### config.mk
export PLATFORM = sky130hd
export DESIGN_NAME = forwarding_hazard_unit
export DESIGN_NICKNAME = d
export VERILOG_FILES = /design/src/rtl/forwarding_hazard_unit_pkg.sv /design/src/rtl/forwarding_hazard_unit_forward_select.sv /design/src/rtl/forwarding_hazard_unit.sv
export SDC_FILE = /design/constraint.sdc
export NUM_CORES = 1
export LEC_CHECK = 0
export CORE_MARGIN = 1
export CORE_UTILIZATION = 30
export CTS_CLUSTER_DIAMETER = 60
export DETAILED_ROUTE_END_ITERATION = 12
export PLACE_DENSITY_LB_ADDON = 0.15
export SYNTH_ARGS = -nofsm -noshare
export SYNTH_HDL_FRONTEND = slang
export SYNTH_HIERARCHICAL = 1
export SYNTH_SLANG_ARGS = --single-unit
### constraint.sdc
create_clock -name i_clk -period 2.6 [get_ports i_clk]
set_input_delay 0.52 -clock i_clk [delete_from_list [all_inputs] [get_ports i_clk]]
set_output_delay 0.52 -clock i_clk [all_outputs]
set_load 0.05 [all_outputs]
### src/rtl/forwarding_hazard_unit_pkg.sv
// Shared forwarding select codes and hazard controller state encodings.
package forwarding_hazard_unit_pkg;

   localparam logic [1:0] FWD_REG = 2'b00;
   localparam logic [1:0] FWD_MEM = 2'b01;
   localparam logic [1:0] FWD_WB  = 2'b10;

   typedef enum logic {
      ST_IDLE  = 1'b0,
      ST_STALL = 1'b1
   } state_t;

endpackage

### src/rtl/forwarding_hazard_unit_forward_select.sv
// One operand forwarding mux: MEM result beats WB result beats register file; r0 never forwards.
// Purely combinational, zero latency, no flow control.
module forward_select
   import forwarding_hazard_unit_pkg::*;
#(
   parameter int NBITS   = 32,
   parameter int REGBITS = 5
) (
   input  logic [REGBITS-1:0] i_src,
   input  logic               i_mem_regwrite,
   input  logic [REGBITS-1:0] i_mem_dest,
   input  logic [NBITS-1:0]   i_mem_data,
   input  logic               i_wb_regwrite,
   input  logic [REGBITS-1:0] i_wb_dest,
   input  logic [NBITS-1:0]   i_wb_data,
   input  logic [NBITS-1:0]   i_reg_data,
   output logic [NBITS-1:0]   o_data,
   output logic [1:0]         o_sel
);

   logic w_mem_hit;
   logic w_wb_hit;

   assign w_mem_hit = i_mem_regwrite && (i_mem_dest != '0) && (i_mem_dest == i_src);
   assign w_wb_hit  = i_wb_regwrite  && (i_wb_dest  != '0) && (i_wb_dest  == i_src);

   always_comb begin
      o_data = i_reg_data;
      o_sel  = FWD_REG;
      if (w_mem_hit) begin
         o_data = i_mem_data;
         o_sel  = FWD_MEM;
      end else if (w_wb_hit) begin
         o_data = i_wb_data;
         o_sel  = FWD_WB;
      end
   end

endmodule

### src/rtl/forwarding_hazard_unit.sv
// EX operand/store-data forwarding plus load-use stall controller with hold and flush.
// Forwarding is combinational; stalls last LOAD_STALL_CYCLES bubbles; i_hold freezes, i_flush aborts.
module forwarding_hazard_unit
   import forwarding_hazard_unit_pkg::*;
#(
   parameter int NBITS             = 32,
   parameter int REGBITS           = 5,
   parameter int LOAD_STALL_CYCLES = 1,
   parameter int CNTBITS           = 16
) (
   input  logic               i_clk,
   input  logic               i_reset,
   input  logic               i_hold,
   input  logic               i_flush,
   input  logic [REGBITS-1:0] i_ID_rs,
   input  logic [REGBITS-1:0] i_ID_rt,
   input  logic               i_ID_uses_rs,
   input  logic               i_ID_uses_rt,
   input  logic [REGBITS-1:0] i_EX_rs,
   input  logic [REGBITS-1:0] i_EX_rt,
   input  logic               i_EX_MemRead,
   input  logic [REGBITS-1:0] i_EX_dest,
   input  logic               i_EX_ALUSrc,
   input  logic [NBITS-1:0]   i_EX_RegA,
   input  logic [NBITS-1:0]   i_EX_RegB,
   input  logic [NBITS-1:0]   i_EX_ExtensionData,
   input  logic               i_MEM_RegWrite,
   input  logic [REGBITS-1:0] i_MEM_dest,
   input  logic [NBITS-1:0]   i_MEM_Operando,
   input  logic               i_WB_RegWrite,
   input  logic [REGBITS-1:0] i_WB_dest,
   input  logic [NBITS-1:0]   i_WB_Operando,
   output logic [NBITS-1:0]   o_ALU_A,
   output logic [NBITS-1:0]   o_ALU_B,
   output logic [NBITS-1:0]   o_StoreData,
   output logic [1:0]         o_fwd_sel_A,
   output logic [1:0]         o_fwd_sel_B,
   output logic               o_pc_write,
   output logic               o_ifid_write,
   output logic               o_idex_flush,
   output logic [CNTBITS-1:0] o_stall_count
);

   localparam logic [2:0] STALL_RELOAD = 3'(LOAD_STALL_CYCLES - 1);

   state_t             r_state;
   state_t             w_next_state;
   logic [2:0]         r_cnt;
   logic [2:0]         w_next_cnt;
   logic [CNTBITS-1:0] r_stall_count;
   logic               w_hazard;
   logic               w_stall_now;
   logic [NBITS-1:0]   w_fwd_rs;
   logic [NBITS-1:0]   w_fwd_rt;

   forward_select #(.NBITS(NBITS), .REGBITS(REGBITS)) u_fwd_rs (
      .i_src(i_EX_rs), .i_mem_regwrite(i_MEM_RegWrite), .i_mem_dest(i_MEM_dest),
      .i_mem_data(i_MEM_Operando), .i_wb_regwrite(i_WB_RegWrite), .i_wb_dest(i_WB_dest),
      .i_wb_data(i_WB_Operando), .i_reg_data(i_EX_RegA), .o_data(w_fwd_rs), .o_sel(o_fwd_sel_A)
   );

   forward_select #(.NBITS(NBITS), .REGBITS(REGBITS)) u_fwd_rt (
      .i_src(i_EX_rt), .i_mem_regwrite(i_MEM_RegWrite), .i_mem_dest(i_MEM_dest),
      .i_mem_data(i_MEM_Operando), .i_wb_regwrite(i_WB_RegWrite), .i_wb_dest(i_WB_dest),
      .i_wb_data(i_WB_Operando), .i_reg_data(i_EX_RegB), .o_data(w_fwd_rt), .o_sel(o_fwd_sel_B)
   );

   assign o_ALU_A       = w_fwd_rs;
   assign o_ALU_B       = i_EX_ALUSrc ? i_EX_ExtensionData : w_fwd_rt;
   assign o_StoreData   = w_fwd_rt;
   assign o_stall_count = r_stall_count;

   assign w_hazard = i_EX_MemRead && (i_EX_dest != '0) &&
                     ((i_ID_uses_rs && (i_ID_rs == i_EX_dest)) ||
                      (i_ID_uses_rt && (i_ID_rt == i_EX_dest)));

   always_ff @(posedge i_clk or posedge i_reset) begin
      if (i_reset) begin
         r_state       <= ST_IDLE;
         r_cnt         <= '0;
         r_stall_count <= '0;
      end else begin
         r_state <= w_next_state;
         r_cnt   <= w_next_cnt;
         if (w_stall_now && (r_stall_count != {CNTBITS{1'b1}}))
            r_stall_count <= r_stall_count + 1'b1;
      end
   end

   // Flush beats hold, hold beats any stall activity.
   always_comb begin
      w_next_state = r_state;
      w_next_cnt   = r_cnt;
      w_stall_now  = 1'b0;
      if (i_flush) begin
         w_next_state = ST_IDLE;
         w_next_cnt   = '0;
      end else if (!i_hold) begin
         case (r_state)
            ST_IDLE: begin
               if (w_hazard) begin
                  w_stall_now = 1'b1;
                  if (LOAD_STALL_CYCLES > 1) begin
                     w_next_state = ST_STALL;
                     w_next_cnt   = STALL_RELOAD;
                  end
               end
            end
            ST_STALL: begin
               w_stall_now = 1'b1;
               w_next_cnt  = r_cnt - 3'd1;
               if (r_cnt == 3'd1)
                  w_next_state = ST_IDLE;
            end
            default: begin
               w_next_state = ST_IDLE;
               w_next_cnt   = '0;
            end
         endcase
      end
   end

   always_comb begin
      o_pc_write   = 1'b1;
      o_ifid_write = 1'b1;
      o_idex_flush = 1'b0;
      if (!i_reset) begin
         if (i_flush) begin
            o_ifid_write = 1'b0;
            o_idex_flush = 1'b1;
         end else if (i_hold) begin
            o_pc_write   = 1'b0;
            o_ifid_write = 1'b0;
         end else if (w_stall_now) begin
            o_pc_write   = 1'b0;
            o_ifid_write = 1'b0;
            o_idex_flush = 1'b1;
         end
      end
   end

endmodule

==> impl_metrics.xml <==
<?xml version="1.0" encoding="UTF-8"?>
<metrics>
  <group name="timing">
    <metric name="final_critical_path_setup_slack" unit="ps">-376</metric>
    <metric name="final.min_clock_period" unit="ps">2980</metric>
    <metric name="layout_worst_path_cycle_share" unit="">1.14</metric>
    <metric name="report.final.setup_viol" unit="">99</metric>
    <metric name="timing.clock.skew" unit="ps">6.51</metric>
    <metric name="worstMarginPinSlew" unit="ps">742</metric>
    <metric name="hold_viol_final" unit="">0</metric>
    <metric name="grt_setup_unrepaired" unit="">true</metric>
    <metric name="max_freq" unit="GHz">0.336</metric>
    <metric name="slew_viol_final" unit="">0</metric>
    <metric name="timing.hold.ws" unit="ps">512</metric>
    <metric name="slew_headroom" unit="">0.501</metric>
  </group>
  <group name="worst_setup_path">
    <metric name="critical_path.reg2reg.endpoint" unit="">o_stall_count[11]$_DFFE_PP0P_</metric>
    <metric name="cp.required" unit="ps">2080</metric>
    <metric name="worst-setup-path-type" unit="">in2out</metric>
    <metric name="endpoint_kind" unit="">primary output</metric>
    <metric name="beginning_of_the_worst_register_to_register_path" unit="">o_stall_count[0]$_DFFE_PP0P_</metric>
    <metric name="critical_path.startpoint" unit="">i_WB_dest[3]</metric>
    <metric name="timing.critical_path.to" unit="">o_ALU_B[8]</metric>
    <metric name="rr_worst_depth" unit="">7</metric>
    <metric name="cp_max_fo" unit="">4</metric>
    <metric name="critPathArrivalTime" unit="ps">2460</metric>
    <metric name="worst-r2r-setup-slack" unit="ps">600</metric>
    <metric name="worst_setup_path_start_kind" unit="">primary input</metric>
  </group>
  <group name="logic_synthesis">
    <metric name="synth_top_cells_by_count" unit="">nor4_1, o31ai_1, a31oi_2, or4b_1, clkbuf_1</metric>
    <metric name="syn-num-nets" unit="">741</metric>
    <metric name="synth_largest_type_area_fraction" unit="">0.107</metric>
    <metric name="synth_enable_flop_cells" unit="">0</metric>
    <metric name="synth_top_area_cell" unit="">dfrtp_1</metric>
    <metric name="post-synth-top-count-cell" unit="">nor4_1</metric>
    <metric name="count_of_state_elements_after_synthesis" unit="">20</metric>
    <metric name="yosysWarningCount" unit="">6</metric>
    <metric name="synth.avg_cell_area" unit="um^2">8.77</metric>
    <metric name="synthTopCellsByArea" unit="">dfrtp_1, o31ai_1, a31oi_2</metric>
    <metric name="netlist_area" unit="um^2">4680</metric>
    <metric name="ys_types" unit="">50</metric>
    <metric name="postSynth.asyncResetShare" unit="">1.00</metric>
    <metric name="synth_seq_area_share" unit="">0.107</metric>
    <metric name="yosys_most_used_dff" unit="">dfrtp_1</metric>
    <metric name="syn-instance-count" unit="">533</metric>
  </group>
  <group name="cts">
    <metric name="clock_latency" unit="ps">250</metric>
    <metric name="numCtsBuffers" unit="">3</metric>
    <metric name="clk_pin_slew_worst_paths" unit="ps">50</metric>
    <metric name="cts_tree" unit="">done</metric>
    <metric name="ctsHtreeMaxLevel" unit="">1</metric>
    <metric name="clk_root_buffer_cell" unit="">clkbuf_16</metric>
    <metric name="post_cts_hold_buffer_count" unit="">0</metric>
    <metric name="bufs_on_longest_clock_path" unit="">2</metric>
    <metric name="clkSinkCount" unit="">20</metric>
  </group>
  <group name="layout">
    <metric name="finalCoreUtilization" unit="">0.834</metric>
    <metric name="design.final.nets" unit="">1176</metric>
    <metric name="synth_to_layout_area_growth" unit="%">171</metric>
    <metric name="post_layout_nonfiller_instances" unit="">1155</metric>
    <metric name="final.fill_count" unit="">729</metric>
    <metric name="multi_input_area" unit="um^2">5520</metric>
    <metric name="n_antenna_cell" unit="">0</metric>
    <metric name="area.sequential" unit="um^2">500</metric>
    <metric name="layout-drive-gt1-share" unit="">0.607</metric>
  </group>
  <group name="power_and_ir_drop">
    <metric name="cellLeakagePower" unit="nW">4.83</metric>
    <metric name="powerDensity" unit="nW/um^2">276</metric>
    <metric name="cell_internal_power" unit="mW">2.00</metric>
    <metric name="switching_power" unit="mW">1.50</metric>
    <metric name="worst_ir_drop_vdd" unit="mV">0.240</metric>
    <metric name="power.combinational.fraction" unit="">0.788</metric>
    <metric name="clockPowerShare" unit="">0.119</metric>
    <metric name="post-layout-total-power" unit="mW">3.50</metric>
    <metric name="seqPwrFrac" unit="">0.093</metric>
    <metric name="switching_share" unit="">0.427</metric>
  </group>
  <group name="routing">
    <metric name="drc_errors" unit="">0</metric>
    <metric name="viasPerCell" unit="">6.09</metric>
    <metric name="detailroute.via_count" unit="">7033</metric>
    <metric name="routedWlPerCell" unit="um">26.5</metric>
    <metric name="detail_route.wirelength" unit="um">30600</metric>
    <metric name="drt_pre_antenna_iters" unit="">5</metric>
    <metric name="detail-route-antenna-nets" unit="">0</metric>
    <metric name="detailedRoute.firstIterationViolations" unit="">511</metric>
  </group>
  <group name="global_routing">
    <metric name="grt_pass1_wl" unit="um">42500</metric>
    <metric name="grt_usage" unit="">0.340</metric>
    <metric name="grt-ovfl-total" unit="">0</metric>
    <metric name="grt_util_met2" unit="">0.629</metric>
    <metric name="grt_antenna_before_repair" unit="">0</metric>
    <metric name="grtUsageMet1" unit="">0.373</metric>
    <metric name="grt_pass1_vias" unit="">7371</metric>
    <metric name="groute.layer.met3.usage" unit="">0.0645</metric>
    <metric name="global_route.peak_usage_layer" unit="">met2</metric>
    <metric name="grt_start_max_net_pins" unit="">33</metric>
  </group>
  <group name="die">
    <metric name="floorplan.rows" unit="">45</metric>
    <metric name="die_x" unit="um">127</metric>
    <metric name="floorplan.die_area" unit="um^2">16100</metric>
    <metric name="num_io_pins" unit="">324</metric>
    <metric name="core_area" unit="um^2">15200</metric>
    <metric name="starting_density_of_the_core" unit="">0.308</metric>
    <metric name="die_h" unit="um">127</metric>
  </group>
  <group name="status">
    <metric name="status" unit="">complete, but fails checks</metric>
    <metric name="violated_checks" unit="">negative setup slack</metric>
  </group>
  <group name="placed_design">
    <metric name="post-place-cells" unit="">1096</metric>
    <metric name="place_congestion" unit="">0.877</metric>
    <metric name="post-dp-hpwl" unit="um">18300</metric>
    <metric name="quantity_of_i_o_buffers_inserted_on_ports" unit="">323</metric>
    <metric name="place_ws" unit="ps">-821</metric>
  </group>
  <group name="worst_hold_path">
    <metric name="hp-class" unit="">reg2reg</metric>
  </group>
  <group name="job">
    <metric name="max_cap_violations" unit="">0</metric>
  </group>
</metrics>
## kinds of logic (layout without fill, tap and decap cells)
kind of cell / count (synthesis) / in the layout / share of synthesized area
AND/OR/NAND/NOR: 214 / 214 / 0.345
multiplexers: 34 / 34 / 0.0819
adder cells (fa/ha/maj): 3 / 3 / 0.00803
flip-flops: 20 / 20 / 0.107
buffers and inverters: 82 / 516 / 0.116
XOR/XNOR: 42 / 42 / 0.0787
AO/OA/AOI/OAI: 138 / 138 / 0.263
## layout by cell type (no fill, tap or decap), drive strengths merged, types with 2 or more instances in the layout
cell	n
mux2	34
nor2	15
a21oi	5
nand3	9
dlymetal6s2s	7
clkdlybuf4s50	184
a31oi	65
nand4	8
or3	3
nor2b	2
buf	303
xnor2	27
and3	2
dlygate4sd2	8
inv	6
nor3	9
or4	4
and2	4
ha	3
nor4	72
xor2	15
nand2	17
dfrtp	20
or4b	64
o31ai	64
clkbuf	6
## sequential cells by signal, summed over array words and instances (netlist names)
| register | count |
|---|---|
| o_stall_count | 16 |
| r_cnt | 3 |
| r_state | 1 |
## how the worst min path moves through the flow
stage / from / endpoint / slack [ps] / cells past startpoint
global placement: o_stall_count[5]$_DFFE_PP0P_ / o_stall_count[5]$_DFFE_PP0P_ / 500 / 1
detailed placement: o_stall_count[15]$_DFFE_PP0P_ / o_stall_count[15]$_DFFE_PP0P_ / 500 / 1
CTS: o_stall_count[15]$_DFFE_PP0P_ / o_stall_count[15]$_DFFE_PP0P_ / 510 / 1
finish: o_stall_count[15]$_DFFE_PP0P_ / o_stall_count[15]$_DFFE_PP0P_ / 510 / 1
global route: o_stall_count[15]$_DFFE_PP0P_ / o_stall_count[15]$_DFFE_PP0P_ / 520 / 1
floorplan: i_reset / o_stall_count[0]$_DFFE_PP0P_ / 500 / 1
## worst max-delay path, cell delays in order
cell	delay [ps]
buf_8	110
xnor2_4	210
nand3_4	150
buf_6	170
buf_16	130
buf_6	110
or4b_4	540
a31oi_4	190
mux2_4	180
buf_8	140
## metal layers
| metal | part of all wire | vias to the layer above | wire length, um |
|---|---|---|---|
| li1 | - | 3055 | - |
| met1 | 0.36 | 3420 | 11100 |
| met2 | 0.51 | 445 | 15700 |
| met3 | 0.069 | 113 | 2100 |
| met4 | 0.053 | 0 | 1620 |
| met5 | 0 | - | 0 |
## repair_timing
| item | in CTS | in global routing |
|---|---|---|
| setup buffers | 34 | 16 |
| pin swaps | 131 | 64 |
| gates cloned | 21 | 3 |
| gates resized for setup | 406 | 86 |
| setup endpoints to repair | 103 | 103 |
## metrics by stage
stage / instance area, um^2 / TNS [ps]
floorplan: 5640 / -9740
global placement: 10100 / -61640
detailed placement: 10100 / -67080
CTS: 12400 / -22550
global route: 12700 / -27290
finish: 12700 / -25070
## power groups by stage
stage | registers (mW) | clock network, mW | logic [mW]
global placement | 0.331 | 0 | 2.06
global route | 0.328 | 0.436 | 2.82
CTS | 0.327 | 0.425 | 2.60
detailed placement | 0.333 | 0 | 2.08
finish | 0.327 | 0.417 | 2.76
floorplan | 0.350 | 0 | 1.07
## final cells by class
cell class / count / share of cell area
Tap cell: 188 / 0.0186
Clock inverter: 1 / 0.00237
Clock buffer: 3 / 0.00592
Inverter: 6 / 0.00237
Multi-Input combinational cell: 431 / 0.436
Timing Repair Buffer: 506 / 0.496
Sequential cell: 20 / 0.0395
(Power assumes the default switching activity.)
